`config.mk`:
```
export PLATFORM = sky130hd
export DESIGN_NAME = branch_predictor_btb
export DESIGN_NICKNAME = d
export VERILOG_FILES = /design/src/rtl/branch_predictor_btb.sv
export SDC_FILE = /design/constraint.sdc
export NUM_CORES = 1
export LEC_CHECK = 0
export CORE_ASPECT_RATIO = 1.5
export CORE_MARGIN = 2
export CORE_UTILIZATION = 64
export CTS_BUF_LIST = sky130_fd_sc_hd__clkbuf_8
export CTS_CLUSTER_SIZE = 20
export DETAILED_ROUTE_END_ITERATION = 16
export PLACE_DENSITY = 0.83
export SETUP_SLACK_MARGIN = 0.2
export SLEW_MARGIN = 20
export SYNTH_ARGS = -nofsm -noshare
export SYNTH_HDL_FRONTEND = slang
export SYNTH_SLANG_ARGS = --single-unit
```
`constraint.sdc`:
```
create_clock -name clock -period 10.4 [get_ports clock]
set_clock_uncertainty 0.05 [all_clocks]
set_input_delay 2.08 -clock clock [delete_from_list [all_inputs] [get_ports clock]]
set_output_delay 2.08 -clock clock [all_outputs]
set_load 0.05 [all_outputs]
```
`src/rtl/branch_predictor_btb.sv`:
```
// Direct-mapped branch target buffer with per-entry saturating direction counters.
// A clear sweep runs after reset or flush_all; statistics counters saturate at all-ones.
module branch_predictor_btb #(
  parameter int PC_WIDTH     = 32,
  parameter int INDEX_BITS   = 4,
  parameter int COUNTER_BITS = 2,
  parameter int STAT_WIDTH   = 16
) (
  input  logic                  clock,
  input  logic                  reset,
  input  logic                  flush_all,
  input  logic [PC_WIDTH-1:0]   lookup_pc,
  output logic                  predict_hit,
  output logic                  predict_taken,
  output logic [PC_WIDTH-1:0]   predict_target,
  input  logic                  update_valid,
  input  logic [PC_WIDTH-1:0]   update_pc,
  input  logic                  update_taken,
  input  logic [PC_WIDTH-1:0]   update_target,
  input  logic                  update_predicted,
  output logic                  busy,
  output logic [STAT_WIDTH-1:0] stat_updates,
  output logic [STAT_WIDTH-1:0] stat_mispredicts
);

  localparam int ENTRIES = 1 << INDEX_BITS;
  localparam int TAG_W   = PC_WIDTH - INDEX_BITS - 2;

  localparam logic [INDEX_BITS-1:0]   LAST_IDX = INDEX_BITS'(ENTRIES - 1);
  localparam logic [COUNTER_BITS-1:0] CTR_WEAK = COUNTER_BITS'(1) << (COUNTER_BITS - 1);

  localparam logic [0:0] ST_CLEAR = 1'b0;
  localparam logic [0:0] ST_READY = 1'b1;

  typedef struct packed {
    logic                    valid;
    logic [TAG_W-1:0]        tag;
    logic [COUNTER_BITS-1:0] ctr;
    logic [PC_WIDTH-1:0]     target;
  } entry_t;

  entry_t btb_q [ENTRIES];

  logic [0:0]            state_q, state_d;
  logic [INDEX_BITS-1:0] idx_q, idx_d;
  logic [STAT_WIDTH-1:0] stat_updates_q, stat_updates_d;
  logic [STAT_WIDTH-1:0] stat_mispredicts_q, stat_mispredicts_d;

  logic                  wr_en;
  logic [INDEX_BITS-1:0] wr_idx;
  entry_t                entry_d;

  logic [INDEX_BITS-1:0] lk_idx, up_idx;
  logic [TAG_W-1:0]      lk_tag, up_tag;
  entry_t                lk_entry, up_entry;
  logic                  lk_hit, up_hit;

  // The two byte-offset bits never take part in indexing or tagging.
  logic unused_pc_bits;
  assign unused_pc_bits = ^{lookup_pc[1:0], update_pc[1:0]};

  assign busy     = (state_q == ST_CLEAR);
  assign lk_idx   = lookup_pc[INDEX_BITS+1:2];
  assign lk_tag   = lookup_pc[PC_WIDTH-1:INDEX_BITS+2];
  assign lk_entry = btb_q[lk_idx];
  assign lk_hit   = !busy && lk_entry.valid && (lk_entry.tag == lk_tag);

  assign predict_hit    = lk_hit;
  assign predict_taken  = lk_hit && lk_entry.ctr[COUNTER_BITS-1];
  assign predict_target = lk_hit ? lk_entry.target : '0;

  assign up_idx   = update_pc[INDEX_BITS+1:2];
  assign up_tag   = update_pc[PC_WIDTH-1:INDEX_BITS+2];
  assign up_entry = btb_q[up_idx];
  assign up_hit   = up_entry.valid && (up_entry.tag == up_tag);

  always_comb begin
    state_d            = state_q;
    idx_d              = idx_q;
    stat_updates_d     = stat_updates_q;
    stat_mispredicts_d = stat_mispredicts_q;
    wr_en              = 1'b0;
    wr_idx             = up_idx;
    entry_d            = up_entry;

    case (state_q)
      ST_CLEAR: begin
        wr_en   = 1'b1;
        wr_idx  = idx_q;
        entry_d = '0;
        if (flush_all) begin
          idx_d = '0;
        end else if (idx_q == LAST_IDX) begin
          state_d = ST_READY;
          idx_d   = '0;
        end else begin
          idx_d = idx_q + 1'b1;
        end
      end

      default: begin
        if (flush_all) begin
          // A flush wins over a concurrent update, which is dropped entirely.
          state_d = ST_CLEAR;
          idx_d   = '0;
        end else if (update_valid) begin
          if (stat_updates_q != '1) stat_updates_d = stat_updates_q + 1'b1;
          if ((update_taken != update_predicted) && (stat_mispredicts_q != '1))
            stat_mispredicts_d = stat_mispredicts_q + 1'b1;

          if (up_hit) begin
            wr_en = 1'b1;
            if (update_taken) begin
              if (up_entry.ctr != '1) entry_d.ctr = up_entry.ctr + 1'b1;
              entry_d.target = update_target;
            end else if (up_entry.ctr != '0) begin
              entry_d.ctr = up_entry.ctr - 1'b1;
            end
          end else if (update_taken) begin
            wr_en          = 1'b1;
            entry_d.valid  = 1'b1;
            entry_d.tag    = up_tag;
            entry_d.ctr    = CTR_WEAK;
            entry_d.target = update_target;
          end
        end
      end
    endcase
  end

  always_ff @(posedge clock) begin
    if (reset) begin
      state_q            <= ST_CLEAR;
      idx_q              <= '0;
      stat_updates_q     <= '0;
      stat_mispredicts_q <= '0;
    end else begin
      state_q            <= state_d;
      idx_q              <= idx_d;
      stat_updates_q     <= stat_updates_d;
      stat_mispredicts_q <= stat_mispredicts_d;
    end
  end

  // NOTE: the table has no reset branch; the post-reset sweep clears it one entry
  // per cycle and lookups are masked by busy until the sweep completes.
  always_ff @(posedge clock) begin
    if (wr_en && !reset) btb_q[wr_idx] <= entry_d;
  end

  assign stat_updates     = stat_updates_q;
  assign stat_mispredicts = stat_mispredicts_q;

endmodule

```
Word level (Yosys, flattened, before mapping). Memory sizes are Yosys's and may differ from the RTL's. Index checks and enable logic that the tools add are counted.

Register bits after elaboration: 37. RAM bits: 976. Word-level logic and storage cells: 57. Memories kept: 1.

Memories: btb_q (depth 16, bits a word 61, rd ports 2, clocked after Yosys merged registers in 0, wr ports 1, RTL line 42) `entry_t btb_q [ENTRIES];`.

Add/sub/neg operators: 5. Equal/unequal tests: 8. Multiplexer cells: 27. Bitwise gates (word level): 2. Reductions and logical operators: 10.

Operator list (number): 2-to-1 mux 61 bit (4); 2-to-1 mux 32 bit (2); equality test 26 bit (2); 2-to-1 mux 34 bit (1); adder 16 x 1 -> 16 bit, second input constant (2); != test 16 bit, second input constant (2); 2-to-1 mux 27 bit (1); 2-to-1 mux 4 bit (5); 2-to-1 mux 1 bit (11); AND reduction 4 bit (2); logical AND 1 bit (6); 2-to-1 mux 2 bit (3); adder 4 x 1 -> 4 bit, second input constant (1); equality test 4 bit, second input constant (1); != test 2 bit, second input constant (2); adder 2 x 1 -> 2 bit, second input constant (1); inverter 1 bit (2); nonzero test 2 bit (1); subtractor 2 x 1 -> 2 bit, second input constant (1); logical NOT 1 bit (1); != test 1 bit (1).

Logic depth before layout (Yosys ltp). Gate-level depths: netlist of the first run. An unclocked memory read counts as a cell.

Word-level depth: 10. Depth in mapped cells: 14. Depth with buffers taken out: 9.

Worst setup path before layout of the first run. OpenSTA, ideal clock, no wires.

Path kind: input to register. From: in update_pc[2]. To: mem btb_q[0][0] in the netlist's numbering, enable pin. Library setup time: 0.555 ns. Arrival: 8.421 ns. Slack: 1.374 ns. Stages on the path: 11. Path through: buf_4 -> buf_6 -> buf_4 -> buf_2 -> mux2_2 -> a21oi_1 -> xor2_1 -> nand4_1 -> nor4_2 -> a41oi_2 -> nor3_1.

Cells in the longest elaborated chain, start to end: 10.

Ends and longest elaborated chain: start, declared (RTL line 17) `input logic [PC_WIDTH-1:0] update_pc,`; memory (16 x 61 bit); equality test 26 bit (RTL line 75) `assign up_hit = up_entry.valid && (up_entry.tag == up_tag);`; logical AND 1 bit (RTL line 75); 2-to-1 mux 1 bit (RTL line 111) `if (up_hit) begin`; 2-to-1 mux 1 bit (RTL line 106) `end else if (update_valid) begin`; 2-to-1 mux 1 bit (RTL line 102) `if (flush_all) begin`; 2-to-1 mux 1 bit (RTL line 86) `case (state_q)`; logical AND 1 bit (RTL line 148) `if (wr_en && !reset) btb_q[wr_idx] <= entry_d;`; 2-to-1 mux 1 bit (RTL line 148); 2-to-1 mux 1 bit (implied by the code) (RTL line 148); end, declared (RTL line 42).

Parallel ways exist; a longest one is shown, timed or not.

Worst setup path in the final report of the first run.
From: in lookup_pc[2]. To: out predict_target[29].

Cells in the longest elaborated chain, start to end: 4.

Ends and longest elaborated chain: start, declared (RTL line 12) `input logic [PC_WIDTH-1:0] lookup_pc,`; memory (16 x 61 bit) *; equality test 26 bit / logical AND 1 bit (equally long branches) (RTL line 66) `assign lk_hit = !busy && lk_entry.valid && (lk_entry.tag == lk_tag);`; logical AND 1 bit (RTL line 66); 2-to-1 mux 32 bit * (RTL line 70) `assign predict_target = lk_hit ? lk_entry.target : '0;`; end, declared (RTL line 15) `output logic [PC_WIDTH-1:0] predict_target,`.

Every way passes the cells marked *; elsewhere a longest branch is shown, timed or not.

==> load_flow_metrics.sql, run 1 <==
INSERT INTO impl_metrics (metric_group, metric, value, unit) VALUES
('run_status', 'run_status', 'complete, no violations', ''),
('synth', 'avgSynthCellArea', '19.4', 'um2'),
('detailed_routing', 'routed-via-count', '27882', ''),
('sta', 'setup_total_negative_slack', '0', 'ns'),
('setup_path', 'critical_path_capture_point_type', 'output pin', ''),
('layout', 'multiInputGateArea', '0.0175', 'mm2'),
('setup_path', 'critical_path_max_stage_delay', '0.85', 'ns'),
('sta', 'worstMarginPinSlew', '1.08', 'ns'),
('global_route', 'first_pass_grt_wire_length', '188000', 'um'),
('cts', 'cts.clk_slew.worst_paths', '0.06', 'ns'),
('global_route', 'grt_antenna_before_repair', '9', ''),
('synth', 'synth_fa_ha_area_frac', '0.000779', ''),
('setup_path', 'path_buf_inv', '4', ''),
('run', 'timing.max_cap.violations', '0', ''),
('floorplan', 'effective_utilization_at_floorplan', '0.645', ''),
('cts', 'cts_tree', 'done', ''),
('placed_design', 'portBuffers', '164', ''),
('synth', 'synth_fp_nets', '2587', ''),
('setup_path', 'highest_net_fanout_along_the_worst_path', '64', ''),
('cts', 'number_of_h_tree_branching_levels', '4', ''),
('setup_path', 'worst_setup_path_start_kind', 'input pin', ''),
('synth', 'yosys_most_used_dff', 'sky130_fd_sc_hd__edfxtp_1', ''),
('sta', 'hold_viol', '0', ''),
('placed_design', 'gpl.final_weighted_congestion', '0.849', ''),
('floorplan', 'die_area', '0.0776', 'mm2'),
('synth', 'synthesis.instances', '2482', ''),
('synth', 'netlist_area', '0.0482', 'mm2'),
('detailed_routing', 'drt-initial-drc-count', '3552', ''),
('cts', 'clock_insertion_delay_worst_skew', '0.84', 'ns'),
('detailed_routing', 'total_wirelength', '127000', 'um'),
('setup_path', 'crit_path_slowest_cell', 'sky130_fd_sc_hd__clkdlybuf4s50_1', ''),
('cts', 'cts-buffers-inserted', '147', ''),
('sta', 'timing.final.max_slew_violations', '0', ''),
('sta', 'final_period_minus_worst_setup_slack', '8.79', 'ns'),
('synth', 'synth_top_family_by_area', 'multiplexers', ''),
('detailed_routing', 'via_density_per_instance', '7.32', ''),
('synth', 'yosys_register_bits', '1013', ''),
('placed_design', 'dpl.cell_count', '3536', ''),
('min_path', 'hold_path.class', 'register to register', ''),
('floorplan', 'top_level_pins', '169', ''),
('synth', 'synth-edff-count', '976', ''),
('floorplan', 'placementRows', '123', ''),
('setup_path', 'critical_path_arrival', '6.66', 'ns'),
('global_route', 'first_global_vias', '29470', ''),
('cts', 'cts.repair_timing.setup_buffer_count', '0', ''),
('cts', 'ctsResizeCount', '0', ''),
('layout', 'final_layout_size_suffix_gt1_frac', '0.320', ''),
('global_route', 'gr-total-overflow', '0', ''),
('synth', 'post_synth_xor_area_fraction', '0.0133', ''),
('setup_path', 'crit_chain', 'buf_8 -> buf_4 -> mux4_2 -> mux4_2 -> xnor2_1 -> nand4_1 -> nor3_1 -> nand4_1 -> buf_4 -> nor2b_1 -> clkdlybuf4s50_1', ''),
('detailed_routing', 'ant_nets', '0', ''),
('global_route', 'grt_util_all_layers', '0.336', ''),
('synth', 'async_reset_ff_frac', '0', ''),
('floorplan', 'die_x', '228', 'um'),
('synth', 'yosys.cell_types.count', '69', ''),
('synth', 'synthSimpleGateAreaFrac', '0.0415', ''),
('setup_path', 'worst-endpoint-required', '8.27', 'ns'),
('floorplan', 'die-height', '340', 'um'),
('setup_path', 'critical_path.top_delay_family', 'buffers and inverters', ''),
('synth', 'synth-compound-area-share', '0.0223', ''),
('placed_design', 'dp_hpwl', '74500', 'um'),
('synth', 'synth.yosys.seq_area_share', '0.623', ''),
('cts', 'numClockSinks', '1013', ''),
('sta', 'clock.fmax', '0.114', 'GHz'),
('synth', 'ys_warn_count', '0', ''),
('layout', 'number_of_nets_in_the_finished_design', '2792', ''),
('sta', 'rsz0062_at_grt', 'false', ''),
('sta', 'maxSlewHeadroom', '0.257', ''),
('power_and_ir_drop', 'p_leak', '18.2', 'nW'),
('cts', 'cts_hold_buffers', '0', ''),
('layout', 'ff_latch_area', '0.0301', 'mm2');
==> power by group <==
part | internal, W | switching [W] | total [W]
clock | 0.00160 | 0.00154 | 0.00313
combinational | 0.000295 | 0.000320 | 0.000615
sequential | 0.00443 | 0.0000112 | 0.00444
total | 0.00632 | 0.00187 | 0.00819
==> final timing paths <==
check                      start                  end  slack [ns]  depth (start not counted)
max reg2reg        btb_q[15][49]         btb_q[4][22]        5.00                         10
min          stat_mispredicts[5]  stat_mispredicts[5]        0.49                          2
max                 lookup_pc[2]   predict_target[29]        1.61                         11
min reg2reg  stat_mispredicts[5]  stat_mispredicts[5]        0.49                          2
==> cells in the mapped netlist (24+ instances only) <==
cell type	instances	area [um2]
sky130_fd_sc_hd__buf_2	52	260
sky130_fd_sc_hd__mux2i_1	79	791
sky130_fd_sc_hd__nand2_1	158	593
sky130_fd_sc_hd__xor2_1	37	324
sky130_fd_sc_hd__nor3_1	27	135
sky130_fd_sc_hd__dfxtp_1	37	741
sky130_fd_sc_hd__edfxtp_1	976	29300
sky130_fd_sc_hd__xnor2_1	36	315
sky130_fd_sc_hd__nor2b_1	51	319
sky130_fd_sc_hd__a21oi_1	60	300
sky130_fd_sc_hd__clkbuf_1	76	285
sky130_fd_sc_hd__nor2_1	51	191
sky130_fd_sc_hd__mux4_2	557	12500
sky130_fd_sc_hd__buf_1	24	90.1
==> sequential cells by signal, indices dropped and copies added, names as in the netlist <==
signal            count
btb_q               976
idx_q                 4
stat_mispredicts     16
stat_updates         16
state_q               1
==> metal layers <==
metal  share of wire  global-route usage
met1            0.32               0.429
met2            0.51               0.548
met3            0.12              0.0690
met4           0.055               0.187
met5         0.00053                   0
==> placed cells by master, fill, tap and decap left out, types with 6 or more instances in the layout <==
master,instances
sky130_fd_sc_hd__nand2b_1,6
sky130_fd_sc_hd__nand2_1,157
sky130_fd_sc_hd__buf_4,60
sky130_fd_sc_hd__nor2_1,50
sky130_fd_sc_hd__and2_1,10
sky130_fd_sc_hd__dfxtp_1,36
sky130_fd_sc_hd__xnor2_1,36
sky130_fd_sc_hd__edfxtp_1,976
sky130_fd_sc_hd__mux2i_1,56
sky130_fd_sc_hd__or3_1,23
sky130_fd_sc_hd__inv_1,44
sky130_fd_sc_hd__a221oi_1,6
sky130_fd_sc_hd__clkbuf_8,150
sky130_fd_sc_hd__a211oi_1,7
sky130_fd_sc_hd__clkinvlp_4,7
sky130_fd_sc_hd__clkinv_1,41
sky130_fd_sc_hd__and4_1,6
sky130_fd_sc_hd__buf_12,9
sky130_fd_sc_hd__a21oi_1,54
sky130_fd_sc_hd__nand4_1,15
sky130_fd_sc_hd__a31oi_1,7
sky130_fd_sc_hd__nor4_1,7
sky130_fd_sc_hd__nor3_1,21
sky130_fd_sc_hd__a22oi_1,21
sky130_fd_sc_hd__mux2_2,10
sky130_fd_sc_hd__mux2i_2,23
sky130_fd_sc_hd__nand3_1,13
sky130_fd_sc_hd__mux4_2,557
sky130_fd_sc_hd__bufinv_16,10
sky130_fd_sc_hd__xor2_1,37
sky130_fd_sc_hd__o21ai_0,17
sky130_fd_sc_hd__nor3_4,12
sky130_fd_sc_hd__clkinv_2,23
sky130_fd_sc_hd__nor2b_1,51
sky130_fd_sc_hd__clkdlybuf4s50_1,155
==> cells by family (layout without fill, tap and decap cells) <==
family,count (synthesis),count (layout)
adders and majority gates,3,3
other,0,4
buffers and inverters,188,513
DFF,1013,1013
muxes,648,648
AOI/OAI and AO/OA,161,161
xor gates and xnor gates,73,73
and+or+nand+nor,396,396
==> metrics by stage <==
step | area [um2] | hold slack, ns | power [W] | setup slack [ns] | util
global placement | 50900 | 0.431 | 0.00512 | 1.78 | 0.681
global route | 53900 | 0.522 | 0.00840 | 1.41 | 0.721
floorplan | 48200 | 0.510 | 0.00495 | 1.37 | -
detailed placement | 51000 | 0.459 | 0.00514 | 1.63 | 0.681
finish | 54000 | 0.486 | 0.00819 | 1.61 | 0.721
CTS | 53800 | 0.491 | 0.00821 | 1.61 | 0.719
==> tightest hold or removal path: stages (launching register included) <==
cell	delay [ns]
sky130_fd_sc_hd__dfxtp_1	0.33
sky130_fd_sc_hd__o21ai_0	0.09
sky130_fd_sc_hd__a21oi_1	0.06
==> final cells by class <==
cell class              instances  share of cell area
diodes                          4            0.000186
well taps                    1000              0.0232
clock inverters               120              0.0147
multi-input cells            1281               0.323
repair buffers                233              0.0426
flip-flops and latches       1013               0.557
inverters                      11            0.000788
clock buffers                 149              0.0380
No activity file was read; power rests on OpenSTA's default activity.
==> run 2: changes to the inputs <==
--- a/config.mk
+++ b/config.mk
@@ -7,11 +7,11 @@
 export LEC_CHECK = 0
 export CORE_ASPECT_RATIO = 1.5
 export CORE_MARGIN = 2
-export CORE_UTILIZATION = 64
+export CORE_UTILIZATION = 58
 export CTS_BUF_LIST = sky130_fd_sc_hd__clkbuf_8
 export CTS_CLUSTER_SIZE = 20
 export DETAILED_ROUTE_END_ITERATION = 16
-export PLACE_DENSITY = 0.83
+export PLACE_DENSITY = 0.79
 export SETUP_SLACK_MARGIN = 0.2
 export SLEW_MARGIN = 20
 export SYNTH_ARGS = -nofsm -noshare
==> constraint.sdc (replaced) <==
create_clock -name clock -period 8 [get_ports clock]
set_clock_uncertainty 0.05 [all_clocks]
set_input_delay 1.6 -clock clock [delete_from_list [all_inputs] [get_ports clock]]
set_output_delay 1.6 -clock clock [all_outputs]
set_load 0.05 [all_outputs]
==> load_flow_metrics.sql, run 2 (synthesis results as in run 1) <==
INSERT INTO impl_metrics (metric_group, metric, value, unit) VALUES
('cts', 'numClockSinks', '1013', ''),
('sta', 'worstMarginPinSlew', '1.11', 'ns'),
('layout', 'number_of_nets_in_the_finished_design', '2816', ''),
('cts', 'cts.repair_timing.setup_buffer_count', '0', ''),
('detailed_routing', 'routedWlPerCell', '32.5', 'um'),
('power_and_ir_drop', 'p_leak', '18.5', 'nW'),
('detailed_routing', 'dr.max_layer_used', 'met5', ''),
('detailed_routing', 'via_density_per_instance', '7.03', ''),
('setup_path', 'crit_chain', 'buf_8 -> buf_4 -> mux4_2 -> mux2i_1 -> a21oi_1 -> xor2_1 -> nor4_1 -> nand4_1 -> buf_4 -> nor2b_1 -> buf_12', ''),
('layout', 'top_register', 'btb_q', ''),
('detailed_routing', 'ant_nets', '0', ''),
('global_route', 'gr-total-overflow', '0', ''),
('setup_path', 'cp_common_cell', 'sky130_fd_sc_hd__buf_4', ''),
('setup_path', 'highest_net_fanout_along_the_worst_path', '42', ''),
('layout', 'final_layout_size_suffix_gt1_frac', '0.339', ''),
('detailed_routing', 'routed-via-count', '27697', ''),
('setup_path', 'worst_setup_path_start_kind', 'input pin', ''),
('placed_design', 'gpl.final_weighted_congestion', '0.855', ''),
('setup_path', 'critical_path.top_delay_family', 'simple AND/OR/NAND/NOR gates', ''),
('power_and_ir_drop', 'total_power', '0.0106', 'W'),
('power_and_ir_drop', 'power.density_cell_area', '193', 'mW/mm2'),
('setup_path', 'critical_path_arrival', '5.47', 'ns'),
('setup_path', 'critical_path_class', 'input pin to output pin', ''),
('global_route', 'pin_count_of_the_biggest_net_entering_global_routing', '105', ''),
('layout', 'largest_register_ffs', '976', ''),
('sta', 'clock.fmax', '0.140', 'GHz'),
('cts', 'cts_hold_buffers', '0', ''),
('cts', 'clk_path_buf_depth', '3', ''),
('detailed_routing', 'drt-initial-drc-count', '3300', ''),
('setup_path', 'crit_path_slowest_cell', 'sky130_fd_sc_hd__nor4_1', ''),
('global_route', 'first_global_vias', '29446', ''),
('global_route', 'first_pass_grt_wire_length', '189000', 'um'),
('layout', 'final_cell_mix', 'sky130_fd_sc_hd__edfxtp_1 (976), sky130_fd_sc_hd__mux4_2 (557), sky130_fd_sc_hd__nand2_1 (157), sky130_fd_sc_hd__clkbuf_8 (153), sky130_fd_sc_hd__clkdlybuf4s50_1 (122)', ''),
('cts', 'cts-buffers-inserted', '149', ''),
('floorplan', 'placementRows', '129', ''),
('sta', 'setup_total_negative_slack', '0', 'ns'),
('floorplan', 'core_area', '0.0825', 'mm2'),
('cts', 'clock_insertion_delay_worst_skew', '0.85', 'ns'),
('floorplan', 'top_level_pins', '169', ''),
('placed_design', 'dp_hpwl', '74700', 'um'),
('cts', 'cts.root.buffer_cell', 'sky130_fd_sc_hd__clkbuf_8', ''),
('setup_path', 'path_buf_inv', '4', ''),
('run', 'timing.max_cap.violations', '0', ''),
('floorplan', 'effective_utilization_at_floorplan', '0.585', ''),
('detailed_routing', 'met1Wirelength', '43000', 'um'),
('sta', 'timing.hold.ws', '0.458', 'ns'),
('cts', 'ctsResizeCount', '0', ''),
('sta', 'final_period_minus_worst_setup_slack', '7.12', 'ns'),
('run_status', 'run_status', 'complete, no violations', ''),
('global_route', 'grt_util_all_layers', '0.309', ''),
('detailed_routing', 'route.detailed.drc', '0', ''),
('layout', 'area.growth.synth_to_final', '13.2', '%'),
('floorplan', 'die_x', '239', 'um'),
('sta', 'rsz0062_at_grt', 'false', ''),
('floorplan', 'die-height', '357', 'um'),
('detailed_routing', 'total_wirelength', '128000', 'um'),
('layout', 'mostFrequentLayoutCell', 'sky130_fd_sc_hd__edfxtp_1', ''),
('setup_path', 'worst-endpoint-required', '6.35', 'ns'),
('sta', 'maxSlewHeadroom', '0.239', ''),
('detailed_routing', 'detail_route.first_pass.iterations', '7', ''),
('sta', 'finalCritPeriodShare', '0.890', ''),
('global_route', 'grt_antenna_before_repair', '4', ''),
('power_and_ir_drop', 'worst_ir_drop_vdd', '0.178', 'mV'),
('setup_path', 'critical_path_max_stage_delay', '0.79', 'ns'),
('floorplan', 'die_area', '0.0855', 'mm2'),
('sta', 'hold_viol', '0', ''),
('setup_path', 'critical_path_capture_point_type', 'output pin', ''),
('detailed_routing', 'detailroute.wirelength.met2', '66000', 'um'),
('detailed_routing', 'dr_wl_met3', '13100', 'um'),
('placed_design', 'portBuffers', '164', ''),
('cts', 'number_of_h_tree_branching_levels', '4', ''),
('cts', 'cts_tree', 'done', ''),
('sta', 'report.final.setup_viol', '0', ''),
('min_path', 'hold_path.class', 'register to register', ''),
('cts', 'cts.clk_slew.worst_paths', '0.06', 'ns'),
('sta', 'timing.final.max_slew_violations', '0', '');
run 2: final timing paths:
kind	slack [ns]	from	depth (start not counted)	endpoint
worst max register to register	3.46	btb_q[15][39]	9	btb_q[7][56]
worst max-delay path	0.88	lookup_pc[2]	11	predict_target[25]
worst min register to register	0.46	stat_updates[15]	2	stat_updates[15]
worst min-delay path	0.46	stat_updates[15]	2	stat_updates[15]
run 2: area by class of cell:
cell class              instances  area [um2]
well taps                    1113        1390
repair buffers                255        2900
fillers                      5281       27900
clock inverters               112         674
flip-flops and latches       1013       30100
inverters                      11        42.5
diodes                          3        7.51
clock buffers                 152        2090
multi-input cells            1281       17400
run 2: tightest hold or removal path, cell delays in order (launching register included):
cell,delay [ns]
sky130_fd_sc_hd__dfxtp_1,0.33
sky130_fd_sc_hd__o21ai_0,0.07
sky130_fd_sc_hd__a21oi_1,0.06
run 2: per-layer routing:
metal	global-route usage	up-vias
met2	0.525	1844
li1	-	11034
met3	0.0603	376
met4	0.145	4
met5	0	-
met1	0.388	14439
run 2: power by group:
part           internal, W  switching, W
Combinational     0.000387      0.000420
Clock              0.00197       0.00200
Sequential         0.00576     0.0000143
Total              0.00812       0.00243
run 2: through the flow:
stage           util  instance area (um2)  setup slack, ns  cells
3_5_place_dp   0.627                51700            0.909   3672
5_1_grt        0.662                54600            0.805   3938
3_3_place_gp   0.627                51700            0.968   3672
4_1_cts        0.660                54500            0.908   3936
2_1_floorplan      -                48200           -0.546   2482
6_report       0.662                54600            0.880   3940
